`src/rtl/aipp_phase_lock_supervisor.sv`:
```
// Lock supervisor for the Clock-over-Light phase recovery DPLL: qualifies DPLL lock into
// ACQUIRE/LOCKED/HOLDOVER/FAULT and publishes windowed phase-error telemetry over valid/ready.
module aipp_phase_lock_supervisor #(
    parameter int LOCK_CNT     = 64,
    parameter int UNLOCK_CNT   = 8,
    parameter int ERR_ALARM    = 1000,
    parameter int ACQ_TIMEOUT  = 4096,
    parameter int HOLDOVER_MAX = 1024,
    parameter int WIN_LOG2     = 8
) (
    input  logic        clk_local_ref,
    input  logic        rst,
    input  logic        supervisor_enable,
    input  logic        fault_clear,
    input  logic        sample_valid,
    input  logic        phase_locked_in,
    input  logic [15:0] phase_error_in,
    output logic        lock_enable_out,
    output logic [2:0]  state,
    output logic        holdover_active,
    output logic        fault,
    output logic        telem_valid,
    input  logic        telem_ready,
    output logic [15:0] telem_mean_err,
    output logic [15:0] telem_max_err,
    output logic [7:0]  telem_unlock_cnt,
    output logic        telem_overflow
);

    typedef enum logic [2:0] {
        ST_IDLE     = 3'd0,
        ST_ACQUIRE  = 3'd1,
        ST_LOCKED   = 3'd2,
        ST_HOLDOVER = 3'd3,
        ST_FAULT    = 3'd4
    } state_e;

    localparam int TIMER_W = $clog2((ACQ_TIMEOUT > HOLDOVER_MAX) ? ACQ_TIMEOUT : HOLDOVER_MAX) + 1;
    localparam int RUN_W   = $clog2(LOCK_CNT) + 1;
    localparam int UNL_W   = $clog2(UNLOCK_CNT) + 1;
    localparam int SUM_W   = 16 + WIN_LOG2;

    localparam logic [TIMER_W-1:0] ACQ_LIM  = TIMER_W'(ACQ_TIMEOUT);
    localparam logic [TIMER_W-1:0] HOLD_LIM = TIMER_W'(HOLDOVER_MAX);
    localparam logic [RUN_W-1:0]   RUN_LIM  = RUN_W'(LOCK_CNT);
    localparam logic [UNL_W-1:0]   UNL_LIM  = UNL_W'(UNLOCK_CNT);
    localparam logic [15:0]        ERR_LIM  = 16'(ERR_ALARM);

    state_e               state_q, state_d;
    logic [RUN_W-1:0]     run_q, run_d, run_inc;
    logic [TIMER_W-1:0]   timer_q, timer_d, timer_inc;
    logic [UNL_W-1:0]     unl_q, unl_d, unl_inc;
    logic [7:0]           unlock_cnt_q, unlock_cnt_d;
    logic                 lock_en_q, lock_en_d, hold_q, hold_d, fault_q, fault_d;

    logic [WIN_LOG2-1:0]  win_cnt_q, win_cnt_d;
    logic [SUM_W-1:0]     win_sum_q, win_sum_d, sum_next;
    logic [15:0]          win_max_q, win_max_d, max_next;
    logic                 tv_q, tv_d, ovf_q, ovf_d;
    logic [15:0]          mean_q, mean_d, max_q, max_d;
    logic                 take, complete, accept;

    // NOTE: every signal gets a default at the top of always_comb so no path can infer a latch.
    always_comb begin
        state_d      = state_q;
        run_d        = run_q;
        timer_d      = timer_q;
        unl_d        = unl_q;
        unlock_cnt_d = unlock_cnt_q;
        run_inc      = sample_valid ? (phase_locked_in ? run_q + RUN_W'(1) : '0) : run_q;
        unl_inc      = sample_valid ? (phase_locked_in ? '0 : unl_q + UNL_W'(1)) : unl_q;
        timer_inc    = timer_q + TIMER_W'(1);

        if (state_q == ST_FAULT) begin
            if (fault_clear) state_d = ST_IDLE;
        end else if (!supervisor_enable) begin
            state_d = ST_IDLE;
        end else begin
            case (state_q)
                ST_IDLE: state_d = ST_ACQUIRE;
                ST_ACQUIRE, ST_HOLDOVER: begin
                    run_d   = run_inc;
                    timer_d = timer_inc;
                    if (run_inc == RUN_LIM)
                        state_d = ST_LOCKED;
                    else if (timer_inc == ((state_q == ST_ACQUIRE) ? ACQ_LIM : HOLD_LIM))
                        state_d = ST_FAULT;
                end
                ST_LOCKED: begin
                    unl_d = unl_inc;
                    if (unl_inc == UNL_LIM || (sample_valid && phase_error_in >= ERR_LIM)) begin
                        state_d = ST_HOLDOVER;
                        if (unlock_cnt_q != 8'hFF) unlock_cnt_d = unlock_cnt_q + 8'd1;
                    end
                end
                default: state_d = ST_IDLE;
            endcase
        end

        // Each state starts its run and timer measurements from zero.
        if (state_d != state_q) begin
            run_d   = '0;
            timer_d = '0;
            unl_d   = '0;
        end

        lock_en_d = state_d inside {ST_ACQUIRE, ST_LOCKED, ST_HOLDOVER};
        hold_d    = (state_d == ST_HOLDOVER);
        fault_d   = (state_d == ST_FAULT);
    end

    always_comb begin
        take      = (state_q == ST_LOCKED) && sample_valid;
        sum_next  = win_sum_q + SUM_W'(phase_error_in);
        max_next  = (phase_error_in > win_max_q) ? phase_error_in : win_max_q;
        complete  = take && (win_cnt_q == '1);
        accept    = tv_q && telem_ready;
        win_cnt_d = win_cnt_q;
        win_sum_d = win_sum_q;
        win_max_d = win_max_q;
        tv_d      = tv_q;
        mean_d    = mean_q;
        max_d     = max_q;
        ovf_d     = ovf_q;

        if (take) begin
            win_cnt_d = win_cnt_q + WIN_LOG2'(1);
            win_sum_d = complete ? '0 : sum_next;
            win_max_d = complete ? '0 : max_next;
        end
        if (state_d != ST_LOCKED) begin
            win_cnt_d = '0;
            win_sum_d = '0;
            win_max_d = '0;
        end

        // A finished window is kept only if the output slot is free or being drained this cycle.
        if (complete) begin
            if (!tv_q || accept) begin
                tv_d   = 1'b1;
                mean_d = sum_next[SUM_W-1:WIN_LOG2];
                max_d  = max_next;
            end else begin
                ovf_d  = 1'b1;
            end
        end else if (accept) begin
            tv_d = 1'b0;
        end
    end

    // NOTE: sequential state uses non-blocking assignments so all flops update from pre-edge values.
    always_ff @(posedge clk_local_ref or posedge rst) begin
        if (rst) begin
            state_q      <= ST_IDLE;
            run_q        <= '0;
            timer_q      <= '0;
            unl_q        <= '0;
            unlock_cnt_q <= '0;
            lock_en_q    <= 1'b0;
            hold_q       <= 1'b0;
            fault_q      <= 1'b0;
            win_cnt_q    <= '0;
            win_sum_q    <= '0;
            win_max_q    <= '0;
            tv_q         <= 1'b0;
            mean_q       <= '0;
            max_q        <= '0;
            ovf_q        <= 1'b0;
        end else begin
            state_q      <= state_d;
            run_q        <= run_d;
            timer_q      <= timer_d;
            unl_q        <= unl_d;
            unlock_cnt_q <= unlock_cnt_d;
            lock_en_q    <= lock_en_d;
            hold_q       <= hold_d;
            fault_q      <= fault_d;
            win_cnt_q    <= win_cnt_d;
            win_sum_q    <= win_sum_d;
            win_max_q    <= win_max_d;
            tv_q         <= tv_d;
            mean_q       <= mean_d;
            max_q        <= max_d;
            ovf_q        <= ovf_d;
        end
    end

    assign state            = state_q;
    assign lock_enable_out  = lock_en_q;
    assign holdover_active  = hold_q;
    assign fault            = fault_q;
    assign telem_valid      = tv_q;
    assign telem_mean_err   = mean_q;
    assign telem_max_err    = max_q;
    assign telem_unlock_cnt = unlock_cnt_q;
    assign telem_overflow   = ovf_q;

endmodule

```
`config.mk`:
```
export PLATFORM = sky130hd
export DESIGN_NAME = aipp_phase_lock_supervisor
export DESIGN_NICKNAME = d
export VERILOG_FILES = /design/src/rtl/aipp_phase_lock_supervisor.sv
export SDC_FILE = /design/constraint.sdc
export NUM_CORES = 1
export LEC_CHECK = 0
export ABC_CLOCK_PERIOD_IN_PS = 6100
export CAP_MARGIN = 0
export CORE_ASPECT_RATIO = 1.4
export CORE_MARGIN = 2
export CORE_UTILIZATION = 60
export CTS_CLUSTER_SIZE = 28
export DETAILED_ROUTE_END_ITERATION = 10
export GPL_TIMING_DRIVEN = 0
export PLACE_DENSITY_LB_ADDON = 0.3
export SLEW_MARGIN = 10
export SYNTH_ARGS = -nofsm -noshare
export SYNTH_HDL_FRONTEND = slang
export SYNTH_SLANG_ARGS = --single-unit
```
`constraint.sdc`:
```
create_clock -name clk_local_ref -period 6.1 [get_ports clk_local_ref]
set_input_delay 0.61 -clock clk_local_ref [delete_from_list [all_inputs] [get_ports clk_local_ref]]
set_output_delay 0.61 -clock clk_local_ref [all_outputs]
set_load 0.005 [all_outputs]
```
==> results of run 1 <==
[state kept, by name, indices dropped and copies added, names as in the netlist]
register	count
win_sum_q	24
telem_max_err	16
telem_mean_err	16
win_max_q	16
timer_q	13
telem_unlock_cnt	8
win_cnt_q	8
run_q	7
unl_q	4
state	3
fault	1
holdover_active	1
lock_enable_out	1
telem_overflow	1
telem_valid	1
[path summary, 6_finish.rpt]
kind | start | to | depth (start not counted)
max | phase_error_in[0] | win_sum_q[22]$_DFFE_PP0P_ | 10
min | telem_overflow$_DFFE_PP0P_ | telem_overflow$_DFFE_PP0P_ | 1
max reg2reg | win_sum_q[0]$_DFFE_PP0P_ | win_sum_q[22]$_DFFE_PP0P_ | 9
min reg2reg | telem_overflow$_DFFE_PP0P_ | telem_overflow$_DFFE_PP0P_ | 1
max in group asynchronous | rst | telem_valid$_DFFE_PP0P_ | 3
min in group asynchronous | rst | telem_max_err[4]$_DFFE_PP0P_ | 2
[logic make-up after synthesis]
kind of cell	share of synthesized area (%)
DFF	41.7
muxes	1.20
adders and majority gates	6.71
xor gates and xnor gates	4.87
buffers and inverters	3.96
AOI/OAI and AO/OA	19.9
and+or+nand+nor	21.6
[worst reg2reg max path: stages (launching register included)]
cell and delay (ns):
dfrtp_1 0.38, ha_1 0.23, fa_1 0.44, a211oi_1 0.31, o21ai_1 0.21, a32oi_1 0.30, a21o_1 0.27, buf_1 0.38
nor4_1 0.12, a211o_1 0.23
[cells in the final DEF, fill, tap and decap left out, drive strengths merged, types with 4 or more instances in the layout]
cell,n
nor3b,5
clkdlybuf4s50,70
xor2,22
nand3,25
a211oi,4
a21boi,5
buf,27
and3,9
a22o,24
o21a,6
clkbuf,24
nor4,12
a21o,11
nor2,60
a221oi,6
xnor2,18
a31oi,29
a21oi,26
nand4,23
o31ai,7
ha,37
nand2b,8
o21bai,4
a211o,5
inv,31
or3,4
nor3,44
and2,7
mux2,5
o211ai,10
clkinv,4
or4,5
bufinv,4
nand2,77
dfrtp,120
o21ai,22
nor2b,10
[report_power, final]
part	internal [mW]	total (mW)	leakage, nW	switching (mW)
registers	0.800	0.804	1.67	0.00406
clock network	0.708	1.07	0.305	0.360
logic	0.0483	0.136	1.89	0.0882
total	1.56	2.01	3.86	0.453
[per-stage QoR]
step	hold slack (ns)	area (sq um)	power [mW]	util, %	instances
2_1_floorplan	0.468	7200	0.897	-	759
3_3_place_gp	0.462	8080	0.944	68.7	976
3_5_place_dp	0.466	8110	0.950	69.0	977
4_1_cts	0.478	8730	2.01	74.2	1007
5_1_grt	0.505	8730	2.06	74.2	1007
6_report	0.471	8730	2.01	74.2	1007
[metal layers]
layer / track usage, % / vias to the layer above
met5: 0 / -
li1: - / 3000
met3: 6.00 / 62
met1: 37.1 / 3196
met2: 55.2 / 258
met4: 15.6 / 0
[cell type report]
type                    instances  share of cell area [%]
multi-input cells             579                    44.8
flip-flops and latches        120                    34.4
repair buffers                 71                    8.34
clock buffers                  21                    5.39
well taps                     147                    2.11
plain buffers                  29                    1.93
clock inverters                 9                    1.69
inverters                      31                    1.39
==> reports/qor.csv, run 1 <==
stage,metric,value,unit
status,outcome,"finished, final reports clean",
worst_setup_path,worst setup path category,in -> reg,
clock_tree,CTS Sinks,120,
drt,vias post-DR,6516,
worst_setup_path,flop2flop setup slack,3.10,ns
floorplan,I/O Pins,71,
worst_setup_path,critical path buffer and inverter count,2,
yosys,Syn Area/Cell,9.48,sq um
grt,vias in the first global route,6597,
timing,crit path time final,3.34,ns
timing,crit share post-route,54.8,%
drt,Met2 Wirelength,9.98,mm
floorplan,initial core utilization,61.2,%
clock_tree,H-tree depth,4,
yosys,Mapped Area,7200,sq um
worst_setup_path,CP top delay family,compound AO/OA/AOI/OAI gates,
drt,TritonRoute pass-1 iters,5,
worst_setup_path,critical path's slowest cell,clkdlybuf4s50_1,
placed_design,HPWL after DPL,13.4,mm
clock_tree,Clock Path Buffers,2,
yosys,asr flop ratio synth,100,%
timing,max_slew headroom,29.9,%
finish,Final nets,910,
yosys,Yosys cell types,82,
finish,Antenna Cells,0,
finish,fillers,852,
clock_tree,root buf cell,clkbuf_16,
finish,Reg area,3000,sq um
yosys,post-synthesis sequential element count,120,
yosys,Post-synth top cells,"120 x dfrtp_1, 75 x nand2_1, 58 x nor2_1",
drt,drt total wl,19.3,mm
drt,max layer used,met4,
timing,setup TNS,0,ns
clock_tree,post-CTS setup buffer count,0,
yosys,top post-synthesis cells by area,"dfrtp_1 42%, ha_1 6.4%, nand2_1 3.9%, nor2_1 3.0%, nor3_1 2.9%",
drt,DR WL met3,952,um
floorplan,chip height,134,um
drt,Routed WL per cell,19.2,um
timing,maximum clock rate,299,MHz
floorplan,Die W,96.6,um
grt,remaining global-route overflow,0,
yosys,Syn Nets,820,
worst_setup_path,CP arrival,3.64,ns
drt,post-route ant nets,0,
clock_tree,Post-CTS Hold Buffers,0,
drt,Via density,6.47,
drt,DRC,0,
hold_path,min-delay worst type,reg -> reg,
timing,Worst-Margin Slew,1.05,ns
yosys,Synth area leader,dfrtp_1,
drt,First DRT Iteration DRCs,440,
yosys,cell count after synthesis,759,
grt,GRT Util Overall,31.9,%
finish,footprint of the multi-input gates,3910,sq um
timing,Finish-stage setup viols,0,
yosys,Main synth FF type,dfrtp_1,
yosys,"count leader, synth",dfrtp_1,
timing,Worst Slack Setup Final,2.76,ns
worst_setup_path,CP endpoint kind,flop,
clock_tree,Clock Latency Late Sink,0.42,ns
grt,initial antenna violation count,0,
placed_design,IO buf count,70,
timing,RSZ-0062 raised after global routing,no,
worst_setup_path,crit-path cells,clkdlybuf4s50_1 -> ha_1 -> fa_1 -> a211oi_1 -> o21ai_1 -> a32oi_1 -> a21o_1 -> buf_1 -> nor4_1 -> a211o_1,
timing,"Hold Violations, Final",0,
drt,met1 wire length,7.53,mm
clock_tree,TritonCTS clock tree,yes,
yosys,Ys Warns,0,
timing,Slew Limit Fails,0,
pwr,Static Leak,3.86,nW
timing,worst clock skew,0.00591,ns
grt,largest net degree at the start of global routing,68,
worst_setup_path,CP peak stage delay,0.48,ns
placed_design,RD Place Congestion,0.949,
yosys,register area share after synthesis,41.7,%
yosys,Synth top area share,41.7,%
yosys,Post-synth EDFFs,0,
flow_run,Max Cap Violations,0,
grt,first-pass GRT wire length,32.2,mm
clock_tree,"Clk pin slew, worst setup/hold paths",0.05,ns
worst_setup_path,worst path required time,6.40,ns
worst_setup_path,CP Launch Type,input pin,
finish,Area Overhead vs Synth,21.3,%
pwr,peak supply drop,160,uV
floorplan,Rows,47,
placed_design,worst slack at placement,2.36,ns
floorplan,core area,11800,sq um
floorplan,die area,12900,sq um
clock_tree,CTS buffer count,17,
clock_tree,post-CTS resize count,0,
pwr,Pwr per Cell Area,230,nW/um^2
finish,layout cells sized above 1,9.30,%
worst_setup_path,crit-path max FO,10,
Power figures use the tool's default switching activity.
==> inputs of run 2 (changes only) <==
--- a/config.mk
+++ b/config.mk
@@ -5,11 +5,11 @@
 export SDC_FILE = /design/constraint.sdc
 export NUM_CORES = 1
 export LEC_CHECK = 0
-export ABC_CLOCK_PERIOD_IN_PS = 6100
+export ABC_CLOCK_PERIOD_IN_PS = 3150
 export CAP_MARGIN = 0
 export CORE_ASPECT_RATIO = 1.4
 export CORE_MARGIN = 2
-export CORE_UTILIZATION = 60
+export CORE_UTILIZATION = 58
 export CTS_CLUSTER_SIZE = 28
 export DETAILED_ROUTE_END_ITERATION = 10
 export GPL_TIMING_DRIVEN = 0
==> constraint.sdc (replaced) <==
create_clock -name clk_local_ref -period 3.15 [get_ports clk_local_ref]
set_input_delay 0.315 -clock clk_local_ref [delete_from_list [all_inputs] [get_ports clk_local_ref]]
set_output_delay 0.315 -clock clk_local_ref [all_outputs]
set_load 0.005 [all_outputs]
==> reports/qor.csv, run 2 (synthesis results as in run 1) <==
stage,metric,value,unit
finish,most frequent cells in the layout,"120 x dfrtp_1, 75 x nand2_1, 70 x clkdlybuf4s50_1, 58 x nor2_1, 42 x nor3_1",
floorplan,chip height,136,um
grt,first-pass GRT wire length,31.2,mm
worst_setup_path,CP top delay family,compound AO/OA/AOI/OAI gates,
clock_tree,post-CTS setup buffer count,0,
worst_setup_path,CP arrival,3.35,ns
placed_design,Post-Place Cell Area,8150,sq um
floorplan,core area,12200,sq um
floorplan,die area,13300,sq um
drt,First DRT Iteration DRCs,359,
drt,TritonRoute pass-1 iters,5,
worst_setup_path,crit-path cells,clkdlybuf4s50_1 -> ha_1 -> fa_1 -> a211oi_1 -> o21ai_1 -> a32oi_1 -> a21o_1 -> o21ai_0 -> a31oi_1,
timing,Slew Limit Fails,0,
worst_setup_path,Levels on crit path,9,
finish,Final nets,911,
finish,"most common cell after layout, fill and taps aside",dfrtp_1,
grt,vias in the first global route,6498,
clock_tree,Post-CTS Hold Buffers,0,
timing,maximum clock rate,332,MHz
status,outcome,"finished, final reports clean",
drt,max layer used,met4,
worst_setup_path,CP Launch Type,input pin,
drt,vias post-DR,6490,
grt,initial antenna violation count,0,
grt,largest net degree at the start of global routing,40,
worst_setup_path,worst path required time,3.49,ns
hold_path,min-delay worst type,in -> async,
placed_design,Placed Instances,982,
timing,max_slew headroom,32.3,%
drt,Met2 Wirelength,9.93,mm
worst_setup_path,crit-path max FO,15,
finish,fin cells,1012,
pwr,Pwr per Cell Area,434,nW/um^2
placed_design,HPWL after DPL,13.6,mm
floorplan,initial core utilization,59.0,%
finish,Area Overhead vs Synth,21.5,%
clock_tree,Clock Latency Late Sink,0.42,ns
timing,Finish-stage setup viols,0,
pwr,PnR Total Power,3.79,mW
clock_tree,CTS Sinks,120,
clock_tree,root buf cell,clkbuf_16,
timing,worst clock skew,0.00560,ns
drt,Via density,6.41,
placed_design,RD Place Congestion,0.944,
finish,Antenna Cells,0,
clock_tree,CTS buffer count,17,
pwr,Comb power frac,7.0,%
grt,GRT Util Overall,29.2,%
pwr,P_sw,890,uW
timing,Worst-Margin Slew,1.01,ns
finish,cell area after layout,8740,sq um
drt,DR WL met3,1.03,mm
finish,Largest Register,win_sum_q,
clock_tree,post-CTS resize count,0,
pwr,Net Sw Frac,23.5,%
drt,drt total wl,18.9,mm
pwr,Internal,2.90,mW
pwr,peak supply drop,286,uV
clock_tree,Clock Path Buffers,2,
grt,remaining global-route overflow,0,
worst_setup_path,critical path's slowest cell,clkdlybuf4s50_1,
finish,layout cells sized above 1,9.63,%
timing,RSZ-0062 raised after global routing,no,
flow_run,Max Cap Violations,0,
timing,crit path time final,3.01,ns
worst_setup_path,worst setup path category,in -> reg,
clock_tree,H-tree depth,4,
floorplan,I/O Pins,71,
worst_setup_path,CP endpoint kind,flop,
finish,max reg flops,24,
timing,final hold slack,0.279,ns
timing,"Hold Violations, Final",0,
worst_setup_path,CP peak stage delay,0.48,ns
pwr,register share of total power,41.0,%
drt,Routed WL per cell,18.7,um
worst_setup_path,R2R depth,8,
pwr,Static Leak,3.85,nW
clock_tree,TritonCTS clock tree,yes,
placed_design,IO buf count,70,
floorplan,Die W,98.1,um
timing,crit share post-route,95.6,%
drt,met1 wire length,7.24,mm
worst_setup_path,critical path buffer and inverter count,1,
floorplan,Rows,48,
pwr,clock power share,51.9,%
drt,post-route ant nets,0,
clock_tree,"Clk pin slew, worst setup/hold paths",0.06,ns
drt,DRC,0,
run 2: final timing paths:
path	startpoint	to	slack, ns
max in group asynchronous	rst	telem_valid$_DFFE_PP0P_	2.32
max	phase_error_in[0]	telem_mean_err[14]$_DFFE_PP0P_	0.14
min	rst	win_sum_q[2]$_DFFE_PP0P_	0.28
min reg2reg	telem_overflow$_DFFE_PP0P_	telem_overflow$_DFFE_PP0P_	0.48
min in group clk_local_ref	telem_overflow$_DFFE_PP0P_	telem_overflow$_DFFE_PP0P_	0.48
max reg2reg	win_sum_q[0]$_DFFE_PP0P_	telem_mean_err[14]$_DFFE_PP0P_	0.18
run 2: cell type report:
cell class / count / area (sq um)
Tap cell: 150 / 188
Inverter: 31 / 120
Sequential cell: 120 / 3000
Clock buffer: 19 / 443
Fill cell: 881 / 3450
Clock inverter: 12 / 153
Multi-Input combinational cell: 579 / 3910
Buffer: 28 / 165
Timing Repair Buffer: 73 / 761
run 2: per-layer routing:
metal  track usage [%]  up-vias
met2              51.2      244
met5                 0        -
met4              15.3        0
li1                  -     3001
met1              33.4     3188
met3              6.45       57
run 2: power by group through the flow:
stage | registers, mW | clock network [mW] | logic (mW)
after floorplan | 1.58 | 0 | 0.156
after global placement | 1.58 | 0 | 0.246
after detailed placement | 1.58 | 0 | 0.262
after CTS | 1.56 | 1.98 | 0.266
after global routing | 1.56 | 2.05 | 0.295
final | 1.56 | 1.97 | 0.267
run 2: metrics by stage:
stage | TNS [ns] | setup slack [ns] | util (%)
2_1_floorplan | 0 | 0.645 | -
3_3_place_gp | -4.35 | -0.274 | 66.3
3_5_place_dp | -5.71 | -0.422 | 66.8
4_1_cts | 0 | 0.215 | 71.7
5_1_grt | 0 | 0.0239 | 71.7
6_report | 0 | 0.138 | 71.7
